**src/rtl/seq_pkg.sv**
```systemverilog
// seq_pkg: shared state encoding and field widths for the sequence detector
package seq_pkg;
    localparam int LEN_W = 4;
    localparam logic [1:0] IDLE = 2'd0;
    localparam logic [1:0] RUN  = 2'd1;
    localparam logic [1:0] DONE = 2'd2;
endpackage

```
**src/rtl/pattern_matcher.sv**
```systemverilog
// pattern_matcher: sample shift register, fill counter and masked pattern compare
module pattern_matcher
    import seq_pkg::*;
#(
    parameter int PAT_W = 8
) (
    input  logic             clk,
    input  logic             rst,
    input  logic             clr,
    input  logic             shift_en,
    input  logic             x,
    input  logic [LEN_W-1:0] len,
    input  logic [PAT_W-1:0] pattern,
    input  logic             overlap,
    output logic             match
);
    logic [PAT_W-1:0] shift_q, shift_d, shifted, mask;
    logic [LEN_W-1:0] fill_q, fill_d, fill_inc;

    // match is judged on the value the shift register takes at this edge
    always_comb begin
        shifted  = {shift_q[PAT_W-2:0], x};
        mask     = '0;
        for (int i = 0; i < PAT_W; i++) mask[i] = i < int'(len);
        fill_inc = (fill_q < len) ? fill_q + LEN_W'(1) : fill_q;
        match    = shift_en && fill_inc == len && ((shifted ^ pattern) & mask) == '0;
        shift_d  = clr ? '0 : shift_en ? shifted : shift_q;
        fill_d   = clr ? '0 : !shift_en ? fill_q : (match && !overlap) ? '0 : fill_inc;
    end

    // sample history and fill state
    always_ff @(posedge clk or posedge rst) begin
        if (rst) begin
            shift_q <= '0;
            fill_q  <= '0;
        end else begin
            shift_q <= shift_d;
            fill_q  <= fill_d;
        end
    end
endmodule

```
**src/rtl/pattern_det_ctrl.sv**
```systemverilog
// pattern_det_ctrl: run controller for a programmable serial sequence detector
module pattern_det_ctrl
    import seq_pkg::*;
#(
    parameter int PAT_W = 8,
    parameter int CNT_W = 10,
    parameter int WIN_W = 16
) (
    input  logic             clk,
    input  logic             rst,
    input  logic             cfg_load,
    input  logic [PAT_W-1:0] cfg_pattern,
    input  logic [3:0]       cfg_len,
    input  logic             cfg_overlap,
    input  logic [CNT_W-1:0] cfg_thresh,
    input  logic [WIN_W-1:0] cfg_window,
    input  logic             start,
    input  logic             stop,
    input  logic             clr_cnt,
    input  logic             x,
    input  logic             x_valid,
    output logic             busy,
    output logic             y,
    output logic [CNT_W-1:0] count,
    output logic             thresh_hit,
    output logic             done,
    output logic             cfg_err
);
    logic [1:0]       state_q, state_d;
    logic [PAT_W-1:0] pattern_q;
    logic [LEN_W-1:0] len_q;
    logic             overlap_q;
    logic [CNT_W-1:0] thresh_q;
    logic [WIN_W-1:0] window_q, win_q, win_d;
    logic [CNT_W-1:0] cnt_q, cnt_d, cnt_inc;
    logic             thr_q, thr_d, y_q, err_q, err_d;
    logic             run, len_ok, start_ok, shift_en, win_end, ld, match;

    pattern_matcher #(.PAT_W(PAT_W)) u_matcher (
        .clk     (clk),
        .rst     (rst),
        .clr     (start_ok),
        .shift_en(shift_en),
        .x       (x),
        .len     (len_q),
        .pattern (pattern_q),
        .overlap (overlap_q),
        .match   (match)
    );

    // command decode, window tracking and saturating match count
    always_comb begin
        run      = state_q == RUN;
        len_ok   = len_q >= LEN_W'(2) && len_q <= LEN_W'(PAT_W);
        start_ok = start && !stop && !run && len_ok;
        shift_en = run && x_valid && !stop;
        ld       = cfg_load && !run;
        win_end  = shift_en && window_q != '0 && win_q + WIN_W'(1) == window_q;
        state_d  = stop ? IDLE : start_ok ? RUN : win_end ? DONE : state_q;
        win_d    = start_ok ? '0 : shift_en ? win_q + WIN_W'(1) : win_q;
        cnt_inc  = &cnt_q ? cnt_q : cnt_q + CNT_W'(1);
        cnt_d    = (clr_cnt || start_ok) ? '0 : match ? cnt_inc : cnt_q;
        thr_d    = (clr_cnt || start_ok) ? 1'b0
                 : (match && thresh_q != '0 && cnt_inc == thresh_q && cnt_inc != cnt_q) ? 1'b1 : thr_q;
        err_d    = ((cfg_load && run) || (start && !stop && !run && !len_ok)) ? 1'b1 : ld ? 1'b0 : err_q;
    end

    // state, configuration and result registers
    always_ff @(posedge clk or posedge rst) begin
        if (rst) begin
            state_q   <= IDLE;
            pattern_q <= '0;
            len_q     <= '0;
            overlap_q <= 1'b0;
            thresh_q  <= '0;
            window_q  <= '0;
            win_q     <= '0;
            cnt_q     <= '0;
            thr_q     <= 1'b0;
            y_q       <= 1'b0;
            err_q     <= 1'b0;
        end else begin
            state_q <= state_d;
            if (ld) begin
                pattern_q <= cfg_pattern;
                len_q     <= cfg_len;
                overlap_q <= cfg_overlap;
                thresh_q  <= cfg_thresh;
                window_q  <= cfg_window;
            end
            win_q <= win_d;
            cnt_q <= cnt_d;
            thr_q <= thr_d;
            y_q   <= match;
            err_q <= err_d;
        end
    end

    assign busy       = run;
    assign done       = state_q == DONE;
    assign y          = y_q;
    assign count      = cnt_q;
    assign thresh_hit = thr_q;
    assign cfg_err    = err_q;
endmodule

```
**config.mk**
```make
export PLATFORM = sky130hd
export DESIGN_NAME = pattern_det_ctrl
export DESIGN_NICKNAME = d
export VERILOG_FILES = /design/src/rtl/seq_pkg.sv /design/src/rtl/pattern_matcher.sv /design/src/rtl/pattern_det_ctrl.sv
export SDC_FILE = /design/constraint.sdc
export NUM_CORES = 1
export LEC_CHECK = 0
export ABC_AREA = 0
export CAP_MARGIN = 20
export CORE_MARGIN = 2
export CORE_UTILIZATION = 60
export CTS_CLUSTER_SIZE = 40
export DETAILED_ROUTE_END_ITERATION = 8
export DONT_BUFFER_PORTS = 1
export GPL_TIMING_DRIVEN = 0
export PLACE_DENSITY_LB_ADDON = 0.12
export RECOVER_POWER = 25
export SYNTH_ARGS = -nofsm -noshare
export SYNTH_HDL_FRONTEND = slang
export SYNTH_SLANG_ARGS = --single-unit
```
**constraint.sdc**
```tcl
create_clock -name clk -period 3.4 [get_ports clk]
set_input_delay 0.51 -clock clk [delete_from_list [all_inputs] [get_ports clk]]
set_output_delay 0.51 -clock clk [all_outputs]
set_load 0.02 [all_outputs]
```
; Word-level counts from Yosys, hierarchy flattened
; Index checks and enable logic that the tools add are counted.
[totals]
register_bits = 81
latchBits = 0
ramBits = 0
mem_bits_ro = 0
inputBits = 47
out_inout_bits = 15
elab_cells = 85
mem_count = 0
[classes]
addsub = 3
n_mul = 0
n_div = 0
order_cmp = 11
eq_ne = 6
n_shift = 0
mux = 18
n_bitwise = 2
reduce_logical = 32
[op_table]
columns = operator, n
row1 = 16-bit 2-to-1 mux, 2
row2 = 10-bit 2-to-1 mux, 3
row3 = 1-bit logical AND, 17
row4 = "16-bit by 1-bit adder with 16-bit output, second input constant", 1
row5 = 16-bit == test, 1
row6 = "3-bit by 4-bit less-than comparator with 1-bit output, first input constant", 4
row7 = 4-bit 2-to-1 mux, 4
row8 = 16-bit nonzero test, 1
row9 = 7-bit 2-to-1 mux, 2
row10 = "10-bit by 1-bit adder with 10-bit output, second input constant", 1
row11 = 10-bit == test, 1
row12 = 10-bit != test, 1
row13 = 10-bit AND reduction, 1
row14 = 10-bit nonzero test, 1
row15 = 8-bit AND, 1
row16 = 8-bit zero test, 1
row17 = "1-bit by 4-bit less-than comparator with 1-bit output, first input constant", 2
row18 = "2-bit by 4-bit less-than comparator with 1-bit output, first input constant", 2
row19 = 2-bit nonzero test, 4
row20 = 8-bit XOR, 1
row21 = 2-bit 2-to-1 mux, 3
row22 = "4-bit by 1-bit adder with 4-bit output, second input constant", 1
row23 = 4-bit == test, 1
row24 = "4-bit by 2-bit greater-or-equal comparator with 1-bit output, second input constant", 1
row25 = other kinds (8), 15

; Logic depth before layout (Yosys ltp)
[depth]
ltp_word = 10
mapped_depth = 13
depth_no_buf = 10

; By module
; A second synthesis with hierarchy kept.
[hier_totals]
cells_unflattened = 490
area_unflattened_um2 = 4924.7
[modules_own_cells]
columns = module, instances, cells_per_inst, area_each_um2, seq_area_each_um2
row1 = pattern_det_ctrl, 1, 392, 3991.3, 1751.7
row2 = pattern_matcher, 1, 98, 933.4, 275.3

; Worst setup path after synthesis
; OpenSTA, ideal clock, no wires.
[synth_timing]
path_type = register -> register
startpoint = reg len_q[3]
endpoint = reg cnt_q[4] (netlist: count[4])
setup_time_ns = 0.096
arrival_ns = 2.519
required_time_ns = 3.304
setup_slack_ns = 0.785
stages_incl_launch_ff = 14
path_buffers = 3
period_less_slack_ns = 2.615
path_cell_list = dfrtp_1 buf_6 inv_1 ha_1 buf_6 or4b_4 a21oi_2 o32ai_1 a2111oi_4 nand3_4 clkinv_4 buf_8 a21oi_2 a311oi_2
[synth_via]
elab_chain_cells = 6
word_cells_on_any_way = 22
classes_between = order compare: 11 / eq/ne: 1 / mux: 2 / bitwise: 1 / reduce/logical: 7
[synth_lines]
columns = item, line_no
row1 = start: declaration, pattern_det_ctrl.sv:31  ; logic [LEN_W-1:0] len_q;
row2 = start signal: assignment, pattern_det_ctrl.sv:86  ; len_q <= cfg_len;
row3 = 4-bit less-than comparator, pattern_matcher.sv:25  ; fill_inc = (fill_q < len) ? fill_q + LEN_W'(1) : fill_q;
row4 = 4-bit 2-to-1 mux, pattern_matcher.sv:25
row5 = 4-bit == test, pattern_matcher.sv:26  ; match = shift_en && fill_inc == len && ((shifted ^ pattern) & mask) == '0;
row6 = 1-bit logical AND, pattern_matcher.sv:26
row7 = 1-bit logical AND *, pattern_matcher.sv:26
row8 = net match, pattern_det_ctrl.sv:37  ; logic run, len_ok, start_ok, shift_en, win_end, ld, match;
row9 = 2-bit nonzero test (no source line) *, -
row10 = end signal: assignment, pattern_det_ctrl.sv:92  ; cnt_q <= cnt_d;
row11 = end: declaration, pattern_det_ctrl.sv:35  ; logic [CNT_W-1:0] cnt_q, cnt_d, cnt_inc;
; Mark *: on every way through the listed nets, which the timed path passes. The rest lies on a longest branch.
; A chain may end at the register's enable or synchronous reset.

; Worst setup path after layout
; Ends and elaborated chain as after synthesis.

==> flow_summary.ini <==
[drt]
ant_nets = 0
post_drt_wl_per_cell_um = 18.4
drt-initial-drc-count = 221
first_pass_iters = 5
drcViolationCount = 0
via_count = 3929
vias_per_cell = 6.31
routed_wl_um = 11500

[worst_setup_path]
critPathArrivalTime_ns = 3.24
startpoint_type = register
cp_max_fo = 10
end_kind = register
slowest_stage = or4b_4
crit_required_ns = 3.68
critPathKind = register to register
max_stage_delay_ns = 0.53
crit_chain = buf_6 > inv_1 > ha_1 > buf_6 > or4b_4 > a21oi_2 > nor3_1 > o41ai_4 > nand3_4 > clkinv_4 > buf_8 > a21oi_2 > a311oi_2

[min_path]
hold_class = input pin to register

[synth]
ys_seq_area_share_pct = 41.4
ys.flop_type = dfrtp_1
synth_area_per_cell_um2 = 9.74
synthCells = 503
synth_edf_count = 0
synth_nets = 556
yosys_register_bits = 81
async_flop_share_pct = 100
yosysWarnings = 0
synth_area_um2 = 4900
ys_types = 80

[power]
finalPower_w = 0.00260
power.density_nw_per_um2 = 497
total_leakage_power_nw = 2.14
ir_worst_vdd_mv = 0.309

[timing]
period_minus_slack_ns = 2.97
rsz0062_at_grt = no
tns_ns = 0
finalClockSkew_ns = 0.0132
clock.fmax_mhz = 337
relSlewSlack_pct = -8.33
hold_viol = 0
slew_violations = 39
post-route-period-util_pct = 87.2
setup_viol = 0
worst_pin_slew_ns = 1.62

[cells_and_area]
area_delta_synth_final_pct = 6.49
layout.nets = 568
drive_gt1_share_pct = 18.1

[clocking]
cts_setup_buffers = 0
cts_tree = done
cts_resized = 0
cts_buffer_depth = 2
clkSinkCount = 81
cts_htree_levels = 3
cts_made_buffers = 9
path_clk_slew_ns = 0.08
clkLatencyLatePin_ns = 0.37
clock-root-buffer = clkbuf_8
hold_buffers = 0

[global_routing]
grt_start_max_net_pins = 45
antenna_found_initial = 2
grt_pass1_wl_um = 19100
first_global_vias = 3794
grt_util_all_layers_pct = 27.9
gr-total-overflow = 0

[outcome]
failed_checks = capacitance limit, slew limit
status = finished with violations

[die]
dieArea_um2 = 8900
rows = 32
initial_core_util_pct = 62.8
die_x_um = 94.4
core_area_um2 = 7810
io_pins = 62
die_h_um = 94.4

[place]
gp_congestion = 0.908
dp_hpwl_um = 8390
port_buffers = 0

[job]
maxCapViolations = 1
kinds of logic (layout without fill, tap and decap cells):
kind of cell               count (synthesis)  after routing  synth area share, %
AOI/OAI and AO/OA                        112            112                 16.5
buffers and inverters                     38             55                 3.83
muxes                                     43             43                 9.81
DFF                                       81             81                 41.4
xor gates and xnor gates                  40             40                 7.15
adders and majority gates                  6              6                 1.53
other                                      0              1                    0
and+or+nand+nor                          183            183                 19.8
power by group:
| group | switching [W] | leakage, nW | internal, W |
|---|---|---|---|
| combinational | 0.000365 | 1.01 | 0.000321 |
| sequential | 0.000160 | 1.04 | 0.00109 |
| clock | 0.000373 | 0.0922 | 0.000286 |
| total | 0.000898 | 2.14 | 0.00170 |
flip-flops by register name (all words and copies together) (netlist names):
| name | flops |
|---|---|
| u_matcher.shift_q | 7 |
| thresh_q | 10 |
| len_q | 4 |
| window_q | 16 |
| y | 1 |
| u_matcher.fill_q | 4 |
| pattern_q | 8 |
| thresh_hit | 1 |
| state_q | 2 |
| count | 10 |
| overlap_q | 1 |
| win_q | 16 |
| cfg_err | 1 |
cell type report:
| type | instances | area (µm²) |
|---|---|---|
| diodes | 1 | 2.50 |
| plain buffers | 27 | 141 |
| clock buffers | 10 | 138 |
| clock inverters | 6 | 43.8 |
| fillers | 628 | 2590 |
| inverters | 11 | 47.5 |
| multi-input cells | 384 | 2690 |
| flip-flops and latches | 81 | 2030 |
| well taps | 102 | 128 |
| repair buffers | 1 | 5.00 |
synth_stat cells (7+ instances only):
master / n / area share [%]
clkbuf_1: 13 / 1.0
buf_2: 7 / 0.71
nor4_1: 10 / 1.3
mux2_2: 40 / 9.2
nand3_1: 19 / 1.9
nor3_1: 7 / 0.71
nand2_1: 63 / 4.8
a21oi_1: 18 / 1.8
nand4_1: 9 / 1.1
xor2_1: 13 / 2.3
o21ai_0: 34 / 3.5
xnor2_1: 27 / 4.8
dfrtp_1: 81 / 41
nor2_1: 28 / 2.1
nand2b_1: 10 / 1.3
inv_1: 10 / 0.77
worst paths after layout:
kind / startpoint / to / slack (ns) / cells after the start
worst max-delay path: len_q[3] / count[4] / 0.43 / 13
worst min-delay path: x / u_matcher.shift_q[0] / 0.25 / 2
worst max register to register: len_q[3] / count[4] / 0.43 / 13
worst min register to register: u_matcher.shift_q[4] / u_matcher.shift_q[5] / 0.52 / 2
max in group asynchronous: rst / thresh_q[4] / 1.29 / 2
min in group asynchronous: rst / window_q[8] / 0.39 / 1
stage by stage:
stage	cells	cell area, µm²	hold slack [ns]	utilization (%)	setup WS [ns]
floorplan	503	4900	0.471	-	0.785
global placement	605	5030	0.502	64.4	-0.0367
detailed placement	606	5050	0.442	64.7	0.462
CTS	622	5230	0.0458	67.0	0.435
global route	623	5220	0.269	66.8	0.262
finish	623	5220	0.246	66.8	0.434
layer usage:
layer	track usage (%)	up-vias	part of all wire, %
met4	12.8	0	2.3
met3	5.19	20	5.6
li1	-	1867	-
met5	0	-	0
met1	39.6	1923	46
met2	41.6	119	46
cells in the final DEF (no fill, tap or decap), types with 10 or more instances in the layout:
master / n
dfrtp_1: 81
nand2_1: 63
mux2_2: 40
o21ai_0: 34
nor2_1: 28
xnor2_1: 27
nand3_1: 19
a21oi_1: 18
xor2_1: 13
clkbuf_1: 13
nand2b_1: 10
nor4_1: 10
clkbuf_8: 10
worst max-delay path, delay by kind of cell, from the launching register on:
kind / cells / cell delay, ns
adders and majority gates: 1 / 0.20
and+or+nand+nor: 3 / 0.84
buffers and inverters: 5 / 0.63
AOI/OAI and AO/OA: 4 / 0.76
DFF: 1 / 0.43
Power figures use the tool's default switching activity.
